**config.mk**
```make
export PLATFORM = sky130hd
export DESIGN_NAME = ps2_tx
export DESIGN_NICKNAME = d
export VERILOG_FILES = /design/src/rtl/common.sv /design/src/rtl/ps2_filter.sv /design/src/rtl/ps2_tx.sv
export SDC_FILE = /design/constraint.sdc
export NUM_CORES = 1
export LEC_CHECK = 0
export ABC_AREA = 1
export BUFFER_PORTS_ARGS = -buffer_cell sky130_fd_sc_hd__buf_2
export CAP_MARGIN = 20
export CORE_ASPECT_RATIO = 0.9
export CORE_UTILIZATION = 45
export DETAILED_ROUTE_END_ITERATION = 10
export PLACE_DENSITY_LB_ADDON = 0.2
export SYNTH_ARGS = -nofsm -noshare
export SYNTH_HDL_FRONTEND = slang
export SYNTH_SLANG_ARGS = --single-unit
```
**constraint.sdc**
```tcl
create_clock -name clk28 -period 2.9 [get_ports clk28]
set_input_delay 0 -clock clk28 [delete_from_list [all_inputs] [get_ports clk28]]
set_output_delay 0 -clock clk28 [all_outputs]
set_load 0.005 [all_outputs]
```
**src/rtl/common.sv**
```systemverilog
// Shared PS/2 definitions: host-transmit FSM states, debounce depth and frame helpers.
package common;

  localparam logic [2:0] ST_IDLE      = 3'd0;
  localparam logic [2:0] ST_INHIBIT   = 3'd1;
  localparam logic [2:0] ST_REQ       = 3'd2;
  localparam logic [2:0] ST_DATA      = 3'd3;
  localparam logic [2:0] ST_ACK       = 3'd4;
  localparam logic [2:0] ST_WAIT_IDLE = 3'd5;

  typedef enum logic [2:0] {
    TX_IDLE      = ST_IDLE,
    TX_INHIBIT   = ST_INHIBIT,
    TX_REQ       = ST_REQ,
    TX_DATA      = ST_DATA,
    TX_ACK       = ST_ACK,
    TX_WAIT_IDLE = ST_WAIT_IDLE
  } ps2_tx_state_t;

  localparam int unsigned PS2_DEBOUNCE_LEN = 8;

  function automatic logic odd_parity(input logic [7:0] d);
    return ~^d;
  endfunction

  // Bit placed on the line after falling edge idx+1: data LSB first, parity, then stop.
  function automatic logic frame_bit(input logic [7:0] d, input logic par, input logic [3:0] idx);
    if (idx < 4'd8)
      return d[idx[2:0]];
    else if (idx == 4'd8)
      return par;
    else
      return 1'b1;
  endfunction

endpackage

```
**src/rtl/ps2_filter.sv**
```systemverilog
// Two-flop synchronizer, 8-sample debounce and falling-edge strobe for one PS/2 line.
// Latency ~11 cycles from raw line change to strobe; no backpressure.
module ps2_filter
  import common::*;
(
  input  logic clk28,
  input  logic rst,
  input  logic line_raw,
  output logic line_filt,
  output logic line_fall
);

  logic [1:0]                  sync_q;
  logic [PS2_DEBOUNCE_LEN-1:0] hist_q;
  logic                        filt_prev_q;

  always_ff @(posedge clk28 or posedge rst) begin
    if (rst) begin
      sync_q      <= 2'b11;
      hist_q      <= '1;
      line_filt   <= 1'b1;
      filt_prev_q <= 1'b1;
    end else begin
      sync_q      <= {sync_q[0], line_raw};
      hist_q      <= {hist_q[PS2_DEBOUNCE_LEN-2:0], sync_q[1]};
      if (&hist_q)
        line_filt <= 1'b1;
      else if (~|hist_q)
        line_filt <= 1'b0;
      filt_prev_q <= line_filt;
    end
  end

  assign line_fall = filt_prev_q & ~line_filt;

endmodule

```
**src/rtl/ps2_tx.sv**
```systemverilog
// PS/2 host-to-device byte transmitter: inhibit, request-to-send, 10 device-clocked bits, ACK.
// Optional frame timeout when PS2_TX_TIMEOUT_EN is defined; tx_valid is only taken in IDLE.
module ps2_tx
  import common::*;
#(
  parameter int unsigned CLK_FREQ = 28_000_000
)
(
  input  logic       clk28,
  input  logic       rst,
  input  logic       ps2_clk_in,
  input  logic       ps2_dat_in,
  output logic       ps2_clk_oe,
  output logic       ps2_dat_oe,
  input  logic       tx_valid,
  input  logic [7:0] tx_data,
  output logic       tx_ready,
  output logic       busy,
  output logic       done,
  output logic       error
);

  localparam int unsigned INHIBIT_CYC = CLK_FREQ / 10000;
  localparam int unsigned REQ_CYC     = CLK_FREQ / 1000000;
`ifdef PS2_TX_TIMEOUT_EN
  localparam int unsigned TIMEOUT_CYC = CLK_FREQ / 50;
  localparam int unsigned TMR_MAX     = TIMEOUT_CYC;
`else
  localparam int unsigned TMR_MAX     = INHIBIT_CYC;
`endif
  localparam int unsigned TMR_W       = $clog2(TMR_MAX + 1);

  localparam logic [TMR_W-1:0] INHIBIT_LAST = TMR_W'(INHIBIT_CYC - 1);
  localparam logic [TMR_W-1:0] REQ_LAST     = TMR_W'(REQ_CYC - 1);

  ps2_tx_state_t    state_q;
  logic [TMR_W-1:0] tmr_q;
  logic [3:0]       edge_cnt_q;
  logic [7:0]       data_q;
  logic             parity_q;
  logic             dat_bit_oe_q;

  logic clk_filt, clk_fall, dat_filt, dat_fall;
  logic unused_dat_fall;

  ps2_filter u_clk_filter (
    .clk28     (clk28),
    .rst       (rst),
    .line_raw  (ps2_clk_in),
    .line_filt (clk_filt),
    .line_fall (clk_fall)
  );

  ps2_filter u_dat_filter (
    .clk28     (clk28),
    .rst       (rst),
    .line_raw  (ps2_dat_in),
    .line_filt (dat_filt),
    .line_fall (dat_fall)
  );

  assign unused_dat_fall = dat_fall;

  logic accept, inhibit_end, req_end, ack_seen, in_frame, timeout;

  assign accept      = tx_valid && tx_ready;
  assign inhibit_end = (state_q == TX_INHIBIT) && (tmr_q == INHIBIT_LAST);
  assign req_end     = (state_q == TX_REQ) && (tmr_q == REQ_LAST);
  assign ack_seen    = (state_q == TX_ACK) && clk_fall;
  assign in_frame    = (state_q == TX_DATA) || (state_q == TX_ACK) || (state_q == TX_WAIT_IDLE);

`ifdef PS2_TX_TIMEOUT_EN
  assign timeout = in_frame && (tmr_q == TMR_W'(TIMEOUT_CYC));
`else
  assign timeout = 1'b0;
`endif

  // done wins over a coincident timeout so the two pulses never overlap.
  assign done  = (state_q == TX_WAIT_IDLE) && clk_filt && dat_filt;
  assign error = ((ack_seen && dat_filt) || timeout) && !done;

  always_ff @(posedge clk28 or posedge rst) begin
    if (rst) begin
      state_q      <= TX_IDLE;
      tmr_q        <= '0;
      edge_cnt_q   <= 4'd0;
      data_q       <= 8'h00;
      parity_q     <= 1'b0;
      dat_bit_oe_q <= 1'b0;
    end else begin
      case (state_q)
        TX_IDLE: begin
          if (accept) begin
            data_q     <= tx_data;
            parity_q   <= odd_parity(tx_data);
            tmr_q      <= '0;
            edge_cnt_q <= 4'd0;
            state_q    <= TX_INHIBIT;
          end
        end
        TX_INHIBIT: begin
          if (inhibit_end) begin
            tmr_q   <= '0;
            state_q <= TX_REQ;
          end else begin
            tmr_q <= tmr_q + 1'b1;
          end
        end
        TX_REQ: begin
          if (req_end) begin
            tmr_q        <= '0;
            dat_bit_oe_q <= 1'b1;
            edge_cnt_q   <= 4'd0;
            state_q      <= TX_DATA;
          end else begin
            tmr_q <= tmr_q + 1'b1;
          end
        end
        TX_DATA: begin
          if (clk_fall) begin
            dat_bit_oe_q <= ~frame_bit(data_q, parity_q, edge_cnt_q);
            edge_cnt_q   <= edge_cnt_q + 4'd1;
            if (edge_cnt_q == 4'd9)
              state_q <= TX_ACK;
          end
        end
        TX_ACK: begin
          if (ack_seen)
            state_q <= dat_filt ? TX_IDLE : TX_WAIT_IDLE;
        end
        TX_WAIT_IDLE: begin
          if (done)
            state_q <= TX_IDLE;
        end
        default: state_q <= TX_IDLE;
      endcase

`ifdef PS2_TX_TIMEOUT_EN
      // Frame timer reuses the inhibit/request counter, which is idle once DATA starts.
      if (in_frame)
        tmr_q <= tmr_q + 1'b1;
`endif
      if (timeout)
        state_q <= TX_IDLE;
    end
  end

  assign ps2_clk_oe = (state_q == TX_INHIBIT) || (state_q == TX_REQ);
  assign ps2_dat_oe = (state_q == TX_REQ) || ((state_q == TX_DATA) && dat_bit_oe_q);
  assign tx_ready   = (state_q == TX_IDLE) && !rst;
  assign busy       = (state_q != TX_IDLE);

endmodule

```
Word-level counts from Yosys, hierarchy flattened --
Cells that the tools add are included.
Word-level totals: register bits 52, word-level logic and storage cells 97
Cells by class: $add $sub $neg 2, equality and inequality tests 18, bitwise gates (word level) 3, $lt $le $gt $ge 2, reductions and logical operators 29, mux-type cells 30
Operators by type and width (count):
- 2-to-1 mux 12 bit | 3
- one-hot mux 12 bit (3 select lines) | 1
- 2-to-1 mux 3 bit | 8
- one-hot mux 3 bit (6 select lines) | 1
- AND reduction 8 bit | 2
- OR reduction 8 bit | 2
- != test 2 bit (second input constant) | 7
- adder 12 x 1 -> 12 bit (second input constant) | 1
- equality test 12 bit (second input constant) | 1
- equality test 12 x 5 -> 1 bit (second input constant) | 1
- 2-to-1 mux 4 bit | 3
- one-hot mux 4 bit (3 select lines) | 1
- 2-to-1 mux 1 bit | 11
- logical AND 1 bit | 10
- nonzero test 3 bit | 3
- equality test 4 bit (second input constant) | 2
- XNOR reduction 8 bit | 1
- AND reduction 7 bit | 1
- equality test 3 x 2 -> 1 bit (second input constant) | 2
- equality test 3 bit (second input constant) | 2
- adder 4 x 1 -> 4 bit (second input constant) | 1
- less-than comparator 3 x 4 -> 1 bit (second input constant) | 1
- less-than comparator 4 bit (second input constant) | 1
- != test 2 x 1 -> 1 bit (second input constant) | 2
- 12 further kinds | 16

Logic depth before layout (Yosys ltp) --
Gate-level depths: netlist of the first run.
depth after elaboration 8, depth in mapped cells 11

Modules after synthesis --
From an unflattened synthesis of the first run, not the netlist that was laid out.
Second synthesis, totals: cells, all modules 347, area, all modules 2813.9 um^2
By module, submodules not included:
- ps2_tx | instances 1, seq. area each 725.7 um^2, cells an instance 289, area an instance 2048.2 um^2
- ps2_filter | instances 2, seq. area each 315.3 um^2, cells an instance 29, area an instance 382.9 um^2

Worst setup path after synthesis of the first run --
OpenSTA, ideal clock, no wires.
kind input to register, start input rst, end register edge_cnt_q[0], data required time 2774 ps, stages 6, path slack 1149 ps, arrival time 1625 ps, cell sequence inv_1 > a21oi_1 > nor2_1 > nand3_2 > nand2_1 > o21ai_0
On the way: longest elaborated chain between the ends 5
Ends and longest elaborated chain:
- start, declared | RTL line ps2_tx.sv:10 | input logic rst,
- zero test 1 bit | RTL line ps2_tx.sv:150 | assign tx_ready = (state_q == TX_IDLE) && !rst;
- logical AND 1 bit | RTL line ps2_tx.sv:150
- logical AND 1 bit | RTL line ps2_tx.sv:66 | assign accept = tx_valid && tx_ready;
- != test 2 bit (no source line)
- AND reduction 4 bit (no source line)
- end signal, assigned | RTL line ps2_tx.sv:122 | edge_cnt_q <= edge_cnt_q + 4'd1;
- end, declared | RTL line ps2_tx.sv:38 | logic [3:0] edge_cnt_q;
No other way between the ends. A chain may end at the register's enable or synchronous reset.

Final worst setup path of the first run --
start register tmr_q[0], end register tmr_q[11]
On the way: longest elaborated chain between the ends 4, elaborated cells between the ends (all ways) 8, those cells by class add/sub (1); eq/ne (2); mux (3); reduce/logical (2)
Ends and longest elaborated chain:
- start, declared | RTL line ps2_tx.sv:37 | logic [TMR_W-1:0] tmr_q;
- start signal, assigned | RTL line ps2_tx.sv:106 | tmr_q <= tmr_q + 1'b1;
- start signal, assigned | RTL line ps2_tx.sv:116 | tmr_q <= tmr_q + 1'b1;
- parallel branches: the longest is 3 deep, another holds adder 12 x 1 -> 12 bit
- one-hot mux 12 bit (3 select lines) (*) | RTL line ps2_tx.sv:91 | case (state_q)
Every way passes the cells marked *.

==> flow_metrics.env, run 1 <==
export IMPL_dr_pass1_iters=4
export IMPL_final_nets=396
export IMPL_cp_slowest_cell="dfrtp_1"
export IMPL_fin_crit_ps=1831
export IMPL_final_cells=450
export IMPL_wl_um=5332
export IMPL_slowest_delay_ps=420
export IMPL_cp_start_kind="register"
export IMPL_slew_headroom_pct=58.18
export IMPL_rsz0062_at_grt="false"
export IMPL_grt_pass1_vias=2203
export IMPL_via_count=2269
export IMPL_antenna_found_initial=0
export IMPL_clk_latency_ps=300
export IMPL_synth_area_per_cell_um2=7.912
export IMPL_synth_edff_count=0
export IMPL_ys_warn_count=0
export IMPL_outcome="finished clean"
export IMPL_syn2layout_area_growth_pct=13.99
export IMPL_wire_per_inst_um=11.85
export IMPL_die_width_um=84.22
export IMPL_endpoint_kind="register"
export IMPL_ys_types=28
export IMPL_grt_max_degree=53
export IMPL_antenna_cells=0
export IMPL_fin_worst_skew_ps=10.71
export IMPL_synth_main_ff_cell="dfrtp_1"
export IMPL_drt_iter0_markers=116
export IMPL_peakVddDrop_v=0.0004088
export IMPL_cts_sinks=52
export IMPL_power_density_mw_per_mm2=772.7
export IMPL_worstPathCellList="ha_1 > nand2_1 > nor2_4 > nand3_1 > nand2_1 > nand2_2 > nor2_1 > nor2_1"
export IMPL_worst_pin_slew_ps=627.3
export IMPL_synth_top_cell_area_share_pct=26.51
export IMPL_critical_path_class="register to register"
export IMPL_postCtsResizedCells=0
export IMPL_vias_per_cell=5.042
export IMPL_pin_count=19
export IMPL_hp_class="input port to register"
export IMPL_syn_num_nets=363
export IMPL_dp_cells=431
export IMPL_whs_path_depth=4
export IMPL_tns_ps=0
export IMPL_htree_levels=2
export IMPL_grt_usage_pct=18.08
export IMPL_max_clock_freq_ghz=0.5462
export IMPL_clock_root_buffer="clkbuf_8"
export IMPL_grt_pass1_wl_um=9480
export IMPL_die_h_um=76.00
export IMPL_syn_inst=346
export IMPL_antenna_left=0
export IMPL_netlist_top_cells_area="dfrtp_1 27%, dfstp_2 22%, nand2_1 14%, nand3_1 6.8%, inv_1 5.8%"
export IMPL_numPortBuffers=18
export IMPL_yosys_cell_count_top_type="nand2_1"
export IMPL_clockBufferDepth=2
export IMPL_clk_pin_slew_ps=100
export IMPL_core_area_mm2=0.005758
export IMPL_ys_ff_latch=52
export IMPL_cts_buffers=5
export IMPL_grt_overflow=0
export IMPL_initial_core_util_pct=47.54
export IMPL_drive_gt1_share_pct=19.47
export IMPL_period_share_pct=63.13
export IMPL_async_flop_share_pct=100.0
export IMPL_required_ps=3100
export IMPL_netlist_area_mm2=0.002738
export IMPL_cp_max_fo=6
export IMPL_final_hold_viol_count=0
export IMPL_gp_congestion=0.8743
export IMPL_worst_ep_arrival_time_ps=2030
export IMPL_maxCapViolations=0
export IMPL_dp_hpwl_um=3916
export IMPL_seq_area_frac_synth_pct=48.58
export IMPL_fin_total_pwr_mw=2.411
export IMPL_drv_slew=0
export IMPL_fin_util_pct=54.19
export IMPL_tritoncts="done"
export IMPL_drc=0
export IMPL_row_count=26
export IMPL_power_leakage_nw=1.511
export IMPL_setup_viol=0
export IMPL_synth_common_cells="102 x nand2_1, 42 x inv_1, 37 x nand3_1"
export IMPL_r2r_slack_ps=1070
export IMPL_die_area_mm2=0.006400
export IMPL_synth_top_area_cell="dfrtp_1"
export IMPL_reg2reg_depth=8
export IMPL_hold_slack_ps=162.1
[layout make-up]
cell class / count / area [µm²]
Clock buffer: 7 / 107.6
Clock inverter: 1 / 8.758
Fill cell: 553 / 2638
Inverter: 47 / 176.4
Multi-Input combinational cell: 243 / 1202
Sequential cell: 52 / 1330
Tap cell: 70 / 87.58
Timing Repair Buffer: 30 / 207.7
[per-stage QoR]
step,cell area [µm²],setup WS [ps]
2_1_floorplan,2738,1149
3_3_place_gp,2894,1142
5_1_grt,3120,870.2
4_1_cts,3120,1072
3_5_place_dp,2894,1094
6_report,3120,1069
[cells by family (layout without fill, tap and decap cells)]
| logic type | count (synthesis) | count (layout) | share of synthesized area [%] |
|---|---|---|---|
| AOI/OAI and AO/OA | 23 | 23 | 4.753 |
| xor gates and xnor gates | 8 | 8 | 2.559 |
| adders and majority gates | 4 | 4 | 1.828 |
| buffers and inverters | 51 | 85 | 7.495 |
| DFF | 52 | 52 | 48.58 |
| and+or+nand+nor | 208 | 208 | 34.78 |
[worst max-delay path: cells and delay by family, from the launching register on]
kind	cells	cell delay (ps)
flops	1	420
fa+ha+maj	1	260
simple gates	7	1060
[worst paths after layout]
kind | startpoint | end
setup / recovery | tmr_q[0] | tmr_q[11]
hold / removal | tx_valid | parity_q
setup reg to reg | tmr_q[0] | tmr_q[11]
hold reg to reg | u_dat_filter.sync_q[1] | u_dat_filter.hist_q[0]
max in group asynchronous | rst | tmr_q[2]
min in group asynchronous | rst | parity_q
[report_power, final]
group	switching, mW	internal [mW]
Combinational	0.561	0.303
Clock	0.237	0.248
Sequential	0.165	0.898
Total	0.963	1.45
[routing by layer]
layer / vias to the layer above / track usage (%) / wire, µm
li1: 1177 / - / -
met1: 1050 / 24.59 / 2617
met2: 36 / 29.51 / 2510
met3: 6 / 3.467 / 156
met4: 0 / 5.172 / 48
met5: - / 0 / 0
[registers in the layout, summed over array words and instances (netlist names)]
| signal | flops |
|---|---|
| dat_bit_oe_q | 1 |
| data_q | 8 |
| edge_cnt_q | 4 |
| parity_q | 1 |
| state_q | 3 |
| tmr_q | 12 |
| u_clk_filter.filt_prev_q | 1 |
| u_clk_filter.hist_q | 8 |
| u_clk_filter.line_filt | 1 |
| u_clk_filter.sync_q | 2 |
| u_dat_filter.hist_q | 8 |
| u_dat_filter.line_filt | 1 |
| u_dat_filter.sync_q | 2 |
[placed cells by master, fill, tap and decap left out]
master,instances
and3_1,1
nand2_1,102
nand2_4,1
buf_4,1
o21ai_0,14
ha_1,4
clkbuf_16,1
nand4_1,10
xnor2_1,4
nand2b_1,1
clkbuf_8,6
xor2_1,4
dlygate4sd3_1,11
nand3_2,1
o211ai_1,6
dfstp_2,23
inv_1,41
or2_2,3
nor2_1,25
dfrtp_1,29
nor2_4,3
a21oi_1,3
clkinv_4,1
nor2_2,3
nor4_1,5
buf_2,18
and2_1,2
inv_2,6
nand2_2,7
nand3_1,37
nor3_1,7
[what timing repair did]
| item | 4_1_cts | 5_1_grt |
|---|---|---|
| endpoints found under the hold margin | 39 | 0 |
| setup buffers | 0 | 0 |
| hold buffers | 11 | 0 |
No activity file was read; power rests on OpenSTA's default activity.
==> run 2, diff against run 1 <==
==> constraint.sdc (replaced) <==
create_clock -name clk28 -period 1.8 [get_ports clk28]
set_input_delay 0 -clock clk28 [delete_from_list [all_inputs] [get_ports clk28]]
set_output_delay 0 -clock clk28 [all_outputs]
set_load 0.005 [all_outputs]
==> run 2 against run 1 <==
Core utilization about the same. Critical path type unchanged. Register-to-register slack got worse by 900 ps. Highest routed layer unchanged. Non-clock buffer count increased by 4. Sequential share of layout area about the same.
==> flow_metrics.env, run 2 (synthesis gave the netlist of run 1 again) <==
export IMPL_met1_usage_pct=25.90
export IMPL_die_area_mm2=0.006400
export IMPL_final_common_cell="nand2_1"
export IMPL_dp_cells=435
export IMPL_gp_congestion=0.8936
export IMPL_clk_latency_ps=310
export IMPL_htree_levels=2
export IMPL_vias_per_cell=4.919
export IMPL_groute_layer_met2_usage_pct=28.85
export IMPL_cts_buffers=5
export IMPL_cts_setup_buffers=0
export IMPL_wire_per_inst_um=11.71
export IMPL_peakVddDrop_v=0.0006146
export IMPL_largest_reg_flops=12
export IMPL_hold_slack_ps=163.7
export IMPL_die_width_um=84.22
export IMPL_via_count=2233
export IMPL_numPortBuffers=18
export IMPL_fin_crit_ps=1628
export IMPL_rsz0062_at_grt="false"
export IMPL_final_nets=400
export IMPL_maxCapViolations=0
export IMPL_r2r_slack_ps=170
export IMPL_grt_usage_pct=18.81
export IMPL_largest_register="tmr_q"
export IMPL_r2r_start="tmr_q[0]"
export IMPL_worst_ep_arrival_time_ps=1830
export IMPL_grt_overflow=0
export IMPL_cp_max_fo=5
export IMPL_syn2layout_area_growth_pct=13.89
export IMPL_cts_hold_fix_buffers=11
export IMPL_max_clock_freq_ghz=0.6143
export IMPL_wl_um=5316
export IMPL_slew_headroom_pct=58.15
export IMPL_cts_sinks=52
export IMPL_multi_input_area_mm2=0.001202
export IMPL_reg2reg_depth=8
export IMPL_core_area_mm2=0.005758
export IMPL_seq_area_mm2=0.001330
export IMPL_grt_busiest_layer="met2"
export IMPL_tns_ps=0
export IMPL_clockBufferDepth=2
export IMPL_postCtsResizedCells=0
export IMPL_grt_met3_usage_pct=5.092
export IMPL_timing_final_ws_setup_ps=172.2
export IMPL_drive_gt1_share_pct=19.79
export IMPL_initial_core_util_pct=47.54
export IMPL_drv_slew=0
export IMPL_num_fill_cells=541
export IMPL_final_cells=454
export IMPL_required_ps=2000
export IMPL_row_count=26
export IMPL_pre_cts_slack_ps=158.5
export IMPL_whs_path_depth=4
export IMPL_power_leakage_nw=1.509
export IMPL_clk_pin_slew_ps=100
export IMPL_fin_worst_skew_ps=9.476
export IMPL_period_share_pct=90.43
export IMPL_grt_max_degree=53
export IMPL_pin_count=19
export IMPL_setup_viol=0
export IMPL_clock_root_buffer="clkbuf_8"
export IMPL_hold_end="tmr_q[8]"
export IMPL_dp_hpwl_um=3802
export IMPL_endpoint_kind="register"
export IMPL_layout_common_cells="102 x nand2_1, 41 x inv_1, 37 x nand3_1, 29 x dfrtp_1, 25 x nor2_1"
export IMPL_tritoncts="done"
export IMPL_cp_start_kind="register"
export IMPL_drt_iter0_markers=122
export IMPL_power_density_mw_per_mm2=1209
export IMPL_dr_pass1_iters=4
export IMPL_grt_pass1_wl_um=9446
export IMPL_final_hold_viol_count=0
export IMPL_hp_start="tx_valid"
export IMPL_worst_pin_slew_ps=627.8
export IMPL_outcome="finished clean"
export IMPL_antenna_cells=0
export IMPL_antenna_found_initial=0
export IMPL_antenna_left=0
export IMPL_drc=0
export IMPL_die_h_um=76.00
export IMPL_rr_endpoint="tmr_q[11]"
export IMPL_grt_pass1_vias=2080
export IMPL_hp_class="input port to register"
export IMPL_critical_path_class="register to register"
## run 2: layer usage
layer | share of wire, % | wire [µm] | up-vias
met5 | 0 | 0 | -
met4 | 1.4 | 76 | 0
met3 | 3.5 | 185 | 6
met2 | 45 | 2387 | 37
met1 | 50 | 2666 | 1016
li1 | - | - | 1174
## run 2: area by class of cell
type	instances	share of cell area, %
inverter	47	5.658
clock buffer	6	2.327
tap	70	2.809
timing repair buffer	34	7.624
sequential	52	42.66
clock inverter	2	0.3612
multi-input combinational	243	38.56
## run 2: power by group
group	leakage [nW]	switching (mW)	internal (mW)
Clock	0.0388	0.368	0.270
Combinational	0.849	0.912	0.510
Sequential	0.622	0.264	1.45
Total	1.51	1.54	2.23
## run 2: metrics by stage
stage,power (mW),util [%],area (µm²)
2_1_floorplan,2.806,-,2738
3_3_place_gp,3.135,50.78,2924
3_5_place_dp,3.152,50.78,2924
4_1_cts,3.829,54.15,3118
5_1_grt,4.139,54.15,3118
6_report,3.770,54.15,3118
## run 2: worst max path at each step
stage	slack, ps	depth (start not counted)	endpoint	start
after floorplan	50	6	edge_cnt_q[0]	rst
after global placement	270	8	tmr_q[11]	tmr_q[0]
after detailed placement	160	8	tmr_q[11]	tmr_q[0]
after CTS	150	8	tmr_q[11]	tmr_q[0]
after global routing	40	8	tmr_q[11]	tmr_q[0]
final	170	8	tmr_q[11]	tmr_q[0]
## run 2: worst max-delay path, stage by stage (launching register included)
cell	delay [ps]
dfrtp_1	410
ha_1	250
nand2_1	170
nor2_4	140
nand3_1	120
nand2_1	110
nand2_2	90
nor2_1	170
nor2_1	70
